==> src/rtl/usb_tx_encoder.sv <==
// USB full-speed serial transmit encoder: SYNC, LSB-first payload, bit
// stuffing, NRZI and EOP, driven straight onto D+/D-.
// Optional CRC16 trailer enabled by defining USB_TX_CRC16_EN.
module usb_tx_encoder #(
    parameter int CLKS_PER_BIT = 8
) (
    input  logic       clk,
    input  logic       n_rst,
    input  logic       tx_start,
    input  logic       tx_nodata,
    input  logic [7:0] tx_data,
    input  logic       tx_valid,
    input  logic       tx_last,
    output logic       tx_ready,
    output logic       tx_busy,
    output logic       tx_done,
    output logic       tx_error,
    output logic       d_plus,
    output logic       d_minus
);

    localparam int            CW       = $clog2(CLKS_PER_BIT);
    localparam logic [CW-1:0] LAST_CNT = CW'(CLKS_PER_BIT - 1);

    typedef enum logic [2:0] {
        ST_IDLE,
        ST_SYNC,
        ST_DATA,
`ifdef USB_TX_CRC16_EN
        ST_CRC,
`endif
        ST_EOP_SE0,
        ST_EOP_J
    } state_t;

    state_t        r_state, w_state;
    logic [CW-1:0] r_bitCnt, w_bitCnt;
    logic [3:0]    r_bitIdx, w_bitIdx;
    logic [3:0]    w_nextIdx, w_lastIdx;
    logic [2:0]    r_ones, w_ones;
    logic          r_levelK, w_levelK;
    logic          r_se0, w_se0;
    logic          r_nodata, w_nodata;
    logic          r_last, w_last;
    logic [7:0]    r_byte, w_byte;
    logic          w_boundary, w_stuffDue, w_unitEnd, w_wantByte;
    logic          w_emit, w_emitBit;
`ifdef USB_TX_CRC16_EN
    logic [15:0]   r_crc, w_crc;
    logic          w_emitPayload, w_fb;
`endif

    // r_bitIdx is the index of the last real (non-stuff) bit on the line, so a
    // unit ends once that index is reached and no stuff bit is still owed.
    always_comb begin
        w_lastIdx = 4'd7;
`ifdef USB_TX_CRC16_EN
        if (r_state == ST_CRC) begin
            w_lastIdx = 4'd15;
        end
`endif
        w_boundary = (r_bitCnt == LAST_CNT);
        w_nextIdx  = r_bitIdx + 4'd1;
        w_stuffDue = (r_ones == 3'd6);
        w_unitEnd  = (r_bitIdx == w_lastIdx) && !w_stuffDue;
        w_wantByte = w_boundary && w_unitEnd &&
                     (((r_state == ST_SYNC) && !r_nodata) ||
                      ((r_state == ST_DATA) && !r_last));
    end

    assign tx_ready = w_wantByte;
    assign tx_error = w_wantByte && !tx_valid;
    assign tx_done  = (r_state == ST_EOP_J) && w_boundary;
    assign tx_busy  = (r_state != ST_IDLE) && !tx_done;
    assign d_plus   = !r_se0 && !r_levelK;
    assign d_minus  = !r_se0 && r_levelK;

    // Next-state logic: picks the next bit at each bit boundary, then NRZI-encodes it and tracks the ones run.
    always_comb begin
        w_state   = r_state;
        w_bitCnt  = r_bitCnt;
        w_bitIdx  = r_bitIdx;
        w_ones    = r_ones;
        w_levelK  = r_levelK;
        w_se0     = r_se0;
        w_nodata  = r_nodata;
        w_last    = r_last;
        w_byte    = r_byte;
        w_emit    = 1'b0;
        w_emitBit = 1'b0;
`ifdef USB_TX_CRC16_EN
        w_crc         = r_crc;
        w_emitPayload = 1'b0;
        w_fb          = 1'b0;
`endif
        if (r_state == ST_IDLE) begin
            w_bitCnt = '0;
            if (tx_start) begin
                w_state   = ST_SYNC;
                w_bitIdx  = 4'd0;
                w_nodata  = tx_nodata;
                w_emit    = 1'b1;
                w_emitBit = 1'b0;
`ifdef USB_TX_CRC16_EN
                w_crc     = 16'hFFFF;
`endif
            end
        end else if (!w_boundary) begin
            w_bitCnt = r_bitCnt + 1'b1;
        end else begin
            w_bitCnt = '0;
            case (r_state)
                ST_SYNC, ST_DATA: begin
                    if (w_stuffDue) begin
                        w_emit    = 1'b1;
                        w_emitBit = 1'b0;
                    end else if (!w_unitEnd) begin
                        w_bitIdx  = w_nextIdx;
                        w_emit    = 1'b1;
                        w_emitBit = (r_state == ST_SYNC) ? (w_nextIdx == 4'd7)
                                                         : r_byte[w_nextIdx[2:0]];
`ifdef USB_TX_CRC16_EN
                        w_emitPayload = (r_state == ST_DATA);
`endif
                    end else if (w_wantByte && tx_valid) begin
                        w_state   = ST_DATA;
                        w_byte    = tx_data;
                        w_last    = tx_last;
                        w_bitIdx  = 4'd0;
                        w_emit    = 1'b1;
                        w_emitBit = tx_data[0];
`ifdef USB_TX_CRC16_EN
                        w_emitPayload = 1'b1;
`endif
                    end else if (w_wantByte) begin
                        w_state  = ST_EOP_SE0;
                        w_se0    = 1'b1;
                        w_bitIdx = 4'd0;
                        w_ones   = 3'd0;
                    end else begin
`ifdef USB_TX_CRC16_EN
                        w_state   = ST_CRC;
                        w_bitIdx  = 4'd0;
                        w_emit    = 1'b1;
                        w_emitBit = ~r_crc[15];
`else
                        w_state  = ST_EOP_SE0;
                        w_se0    = 1'b1;
                        w_bitIdx = 4'd0;
                        w_ones   = 3'd0;
`endif
                    end
                end
`ifdef USB_TX_CRC16_EN
                ST_CRC: begin
                    if (w_stuffDue) begin
                        w_emit    = 1'b1;
                        w_emitBit = 1'b0;
                    end else if (!w_unitEnd) begin
                        w_bitIdx  = w_nextIdx;
                        w_emit    = 1'b1;
                        w_emitBit = ~r_crc[4'd15 - w_nextIdx];
                    end else begin
                        w_state  = ST_EOP_SE0;
                        w_se0    = 1'b1;
                        w_bitIdx = 4'd0;
                        w_ones   = 3'd0;
                    end
                end
`endif
                ST_EOP_SE0: begin
                    if (r_bitIdx == 4'd0) begin
                        w_bitIdx = 4'd1;
                    end else begin
                        w_state  = ST_EOP_J;
                        w_se0    = 1'b0;
                        w_levelK = 1'b0;
                        w_bitIdx = 4'd0;
                    end
                end
                ST_EOP_J: begin
                    w_state  = ST_IDLE;
                    w_bitIdx = 4'd0;
                    w_ones   = 3'd0;
                end
                default: begin
                    w_state = ST_IDLE;
                end
            endcase
        end
        if (w_emit) begin
            w_levelK = r_levelK ^ !w_emitBit;
            w_ones   = w_emitBit ? (r_ones + 3'd1) : 3'd0;
`ifdef USB_TX_CRC16_EN
            if (w_emitPayload) begin
                w_fb  = w_emitBit ^ r_crc[15];
                w_crc = {r_crc[14:0], 1'b0} ^ (w_fb ? 16'h8005 : 16'h0000);
            end
`endif
        end
    end

    // State and datapath registers; reset forces idle J on the line immediately.
    always_ff @(posedge clk or negedge n_rst) begin
        if (!n_rst) begin
            r_state  <= ST_IDLE;
            r_bitCnt <= '0;
            r_bitIdx <= 4'd0;
            r_ones   <= 3'd0;
            r_levelK <= 1'b0;
            r_se0    <= 1'b0;
            r_nodata <= 1'b0;
            r_last   <= 1'b0;
            r_byte   <= 8'h00;
`ifdef USB_TX_CRC16_EN
            r_crc    <= 16'h0000;
`endif
        end else begin
            r_state  <= w_state;
            r_bitCnt <= w_bitCnt;
            r_bitIdx <= w_bitIdx;
            r_ones   <= w_ones;
            r_levelK <= w_levelK;
            r_se0    <= w_se0;
            r_nodata <= w_nodata;
            r_last   <= w_last;
            r_byte   <= w_byte;
`ifdef USB_TX_CRC16_EN
            r_crc    <= w_crc;
`endif
        end
    end

endmodule

==> config.mk <==
export PLATFORM = sky130hd
export DESIGN_NAME = usb_tx_encoder
export DESIGN_NICKNAME = d
export VERILOG_FILES = /design/src/rtl/usb_tx_encoder.sv
export SDC_FILE = /design/constraint.sdc
export NUM_CORES = 1
export LEC_CHECK = 0
export ABC_AREA = 0
export BUFFER_PORTS_ARGS = -buffer_cell sky130_fd_sc_hd__buf_4
export CORE_MARGIN = 2
export CORE_UTILIZATION = 56
export CTS_CLUSTER_DIAMETER = 60
export CTS_CLUSTER_SIZE = 12
export DETAILED_ROUTE_END_ITERATION = 6
export PLACE_DENSITY_LB_ADDON = 0.3
export SYNTH_ARGS = -nofsm -noshare
export SYNTH_HDL_FRONTEND = slang
export SYNTH_SLANG_ARGS = --single-unit
export TNS_END_PERCENT = 1
==> constraint.sdc <==
create_clock -name clk -period 2.6 [get_ports clk]
set_input_delay 0.26 -clock clk [delete_from_list [all_inputs] [get_ports clk]]
set_output_delay 0.26 -clock clk [all_outputs]
set_load 0.005 [all_outputs]
-- After elaboration in Yosys (flattened, before gate mapping)
Index checks and enable logic that the tools add are counted.
- word-level logic and storage cells: 124
- output and inout port bits: 6
- input port bits: 14
- register bits after elaboration: 25
- multiplexer cells: 50
- equality and inequality tests: 21
- reduce and logical (&&, ||, !) cells: 37
- bitwise logic cells: 3
- magnitude comparators: 1
- add/subtract/negate cells: 3
- operator list (operator ; number):
    two-way mux 3 bit ; 15
    two-way mux 1 bit ; 25
    two-way mux 4 bit ; 5
    != test 3 bit, second input constant ; 6
    != test 2 bit, second input constant ; 7
    case mux 3 bit (2 select lines) ; 2
    case mux 4 bit (3 select lines) ; 1
    AND reduction 6 bit ; 2
    logical AND 1 bit ; 11
    equality test 3 bit, second input constant ; 3
    equality test 4 x 3 -> 1 bit, second input constant ; 2
    zero test 1 bit ; 8
    AND reduction 4 bit ; 2
    nonzero test 2 bit ; 4
    AND reduction 7 bit ; 1
    adder 3 x 1 -> 3 bit, second input constant ; 2
    equality test 3 x 2 -> 1 bit, second input constant ; 2
    nonzero test 3 bit ; 2
    AND reduction 5 bit ; 1
    adder 4 x 1 -> 4 bit, second input constant ; 1
    zero test 4 bit ; 1
    less-than comparator 3 x 4 -> 1 bit, second input constant ; 1
    nonzero test 4 bit ; 1
    binary-select mux 1 bit (select 3 bit) ; 1
    other kinds (8) ; 9

-- Depth between registers and ports, before layout
- word-level depth: 15
- gate-level depth with buffers: 10
- gate-level depth less buffers: 8

-- Worst setup path after synthesis
No wires, ideal clock.
- path kind: reg-to-reg
- start: reg r_bitIdx[1]
- end: reg r_ones[2]
- arrival: 2.098 ns
- path slack: 0.438 ns
- path buffers: 0
- setup time: 0.064 ns
- period minus slack after synthesis: 2.162 ns
- stages on the path, launching flop included: 8
- required time: 2.536 ns
- cell sequence: dfrtp_1 > ha_1 > and3b_4 > or4_4 > a2111oi_2 > a211oi_2 > nor3b_1 > a211o_1
- word-level cells in the longest chain between the ends: 13
- elaborated cells on any way between the ends: 31
- classes of those cells: 1 x add/sub; 6 x eq/ne; 17 x mux; 7 x reduce/logical
- RTL lines (what ; RTL line ; text):
    start, declared ; 38 ; logic [3:0] r_bitIdx, w_bitIdx;
    start signal, assigned ; 221 ; r_bitIdx <= w_bitIdx;
    parallel branches: the longest is 13 deep, another holds adder 4 x 1 -> 4 bit ; -- ;
    end signal, assigned ; 222 ; r_ones <= w_ones;
    end, declared ; 40 ; logic [2:0] r_ones, w_ones;
Parallel ways; which one is timed is not known. The select of a mux whose other input is x is not followed.
A chain may end at the register's enable or synchronous reset.

-- Worst setup path after layout
Ends and elaborated chain as after synthesis.

==> flow_summary.ini <==
[power]
power_leakage_nw = 0.805
power-per-cell-area_nw_per_um2 = 903
finalPower_mw = 1.56
vdd_drop_max_v = 0.000507

[synth]
syn_area_um2 = 1500
avgSynthCellArea_um2 = 9.81
synth_top_area_share_pct = 41.7
synth_area_leader_cell = dfrtp_1
yosysWarningCount = 0
synth_common_cells = 25 x dfrtp_1, 18 x nand2_1, 11 x nor2_1
yosys_most_used_dff = dfrtp_1
seq_area_frac_synth_pct = 41.7
yosysUniqueCellTypes = 42
syn_inst = 153
synth_most_common_cell = dfrtp_1
synth-async-reset-ratio_pct = 100
synth_fp_nets = 174
synth_edf_count = 0
ys_top_cells_by_area = dfrtp_1 42%, mux2_2 6.8%, ha_1 5.8%, nand2_1 4.5%, a21oi_1 3.3%
yosys_register_bits = 25

[detailed_routing]
routed-via-count = 1257
wl_um = 3180
drc = 0
ant_nets = 0
wl_per_cell_um = 15.5
drt_iter0_markers = 25
avgViaCountPerCell = 6.13
drt_pass1_iterations = 4

[cells_and_area]
seq_area_um2 = 626
final_core_util_pct = 68.9
multi_input_area_um2 = 827
final_cell_count_no_fill = 205
nets = 197
area_delta_synth_final_pct = 14.7
drive_above_1_share_pct = 24.6
antenna_cells = 0
design_area_um2 = 1720
n_fill_cell = 206

[sta]
period_needed_ns = 2.35
period_share_pct = 90.5
skew_ns = 0.0114
grt_setup_unrepaired = no
worstMarginPinSlew_ns = 0.574
drv_slew = 0
max_freq_ghz = 0.425
hold-worst-slack_ns = 0.158
fin_setup_tns_ns = 0
setup_viol_count_final = 0
final_hold_viol_count = 0
maxSlewHeadroom_pct = 61.6
fin_ws_ns = 0.247

[cts]
ctsResizeCount = 0
cts_tree = done
h-tree-depth = 1
ctsHoldBuffers = 1
ctsRootBufferMaster = clkbuf_4
cts_setup_buffers = 0
cts_num_sinks = 25
clock_latency_ns = 0.32
clk_pin_slew_ns = 0.14
numCtsBuffers = 3
clk_path_buf_depth = 2

[floorplanning]
start_util_pct = 60.1
die_height_um = 55.8
die_w_um = 55.8
dieArea_um2 = 3110
rows = 18
io_pins = 20
core_area_um2 = 2500

[global_route]
grt_max_degree = 26
grt-ovfl-total = 0
met1_usage_pct = 32.8
busiest_layer = met2
grt_pass1_vias = 1233
grt_pass1_wl_um = 5840
grt_util_all_layers_pct = 23.7
met2_usage_pct = 38.3
met3_usage_pct = 3.02
antenna_found_initial = 0

[critical_path]
worstPathArrival_ns = 2.62
cp_data_required_time_ns = 2.87
cp_max_fo = 6
end_kind = register
crit_type = register to register
start_kind = register

[outcome]
status = complete, no violations

[place]
placed_area_um2 = 1690
place_inst = 200
dpl_worst_slack_ns = 0.272
place_congestion = 0.941
dpl.hpwl_um = 2450
io_buffer_count = 19

[min_path]
hp-class = primary input to register

[flow_run]
drv_cap = 0
-- registers in the layout, summed over array words and instances, names as in the netlist --
name and flops:
r_bitCnt 3, r_levelK 1, r_se0 1, r_last 1, r_bitIdx 4, r_nodata 1, r_byte 8, r_ones 3
r_state 3
-- final cells by class --
class                           count  area share (%)
Timing Repair Buffer               24            10.6
Tap cell                           30            2.18
Multi-Input combinational cell    116            48.0
Inverter                            6            1.31
Clock buffer                        4            1.53
Sequential cell                    25            36.3
-- critical path, stage by stage, from the launching register on --
cell,delay (ns)
dfrtp_1,0.46
ha_1,0.28
and3b_4,0.24
or4_4,0.49
a2111oi_2,0.40
a211oi_2,0.12
nor3b_1,0.20
a211o_1,0.13
-- logic make-up (layout without fill, tap and decap cells) --
kind of cell	Yosys count	in the layout	share of synthesized area (%)
simple gates	58	58	19.9
xor+xnor	2	2	1.17
buf+inv	12	34	3.25
fa+ha+maj	8	8	6.50
mux	14	14	11.8
compound gates	34	34	15.8
flops	25	25	41.7
-- worst paths after layout --
path | startpoint | to | slack, ns | depth (start not counted)
hold / removal | tx_data[0] | r_byte[0] | 0.16 | 3
max in group asynchronous | n_rst | r_bitIdx[3] | 1.98 | 2
min in group asynchronous | n_rst | r_state[1] | 0.36 | 2
setup / recovery | r_bitIdx[1] | r_ones[2] | 0.25 | 7
hold reg to reg | r_bitCnt[0] | r_bitCnt[0] | 0.47 | 1
setup reg to reg | r_bitIdx[1] | r_ones[2] | 0.25 | 7
-- layer usage --
| layer | up-vias | routed length, µm | share of wire (%) |
|---|---|---|---|
| li1 | 596 | - | - |
| met1 | 619 | 1440 | 45 |
| met2 | 34 | 1550 | 49 |
| met3 | 8 | 126 | 4.0 |
| met4 | 0 | 68 | 2.1 |
| met5 | - | 0 | 0 |
-- power by group --
part           switching [mW]  leakage [nW]  internal [mW]  total (mW)
registers               0.131         0.324          0.497       0.628
clock network           0.111        0.0150         0.0600       0.171
logic                   0.408         0.466          0.348       0.756
-- layout by cell type (no fill, tap or decap), types with 6 or more instances in the layout --
cell type	instances
a21oi_1	10
buf_4	23
dfrtp_1	25
ha_1	7
inv_1	6
mux2_2	9
nand2_1	18
nor2_1	11
nor2b_1	6
o21ai_0	6
No activity file was read; power rests on OpenSTA's default activity.
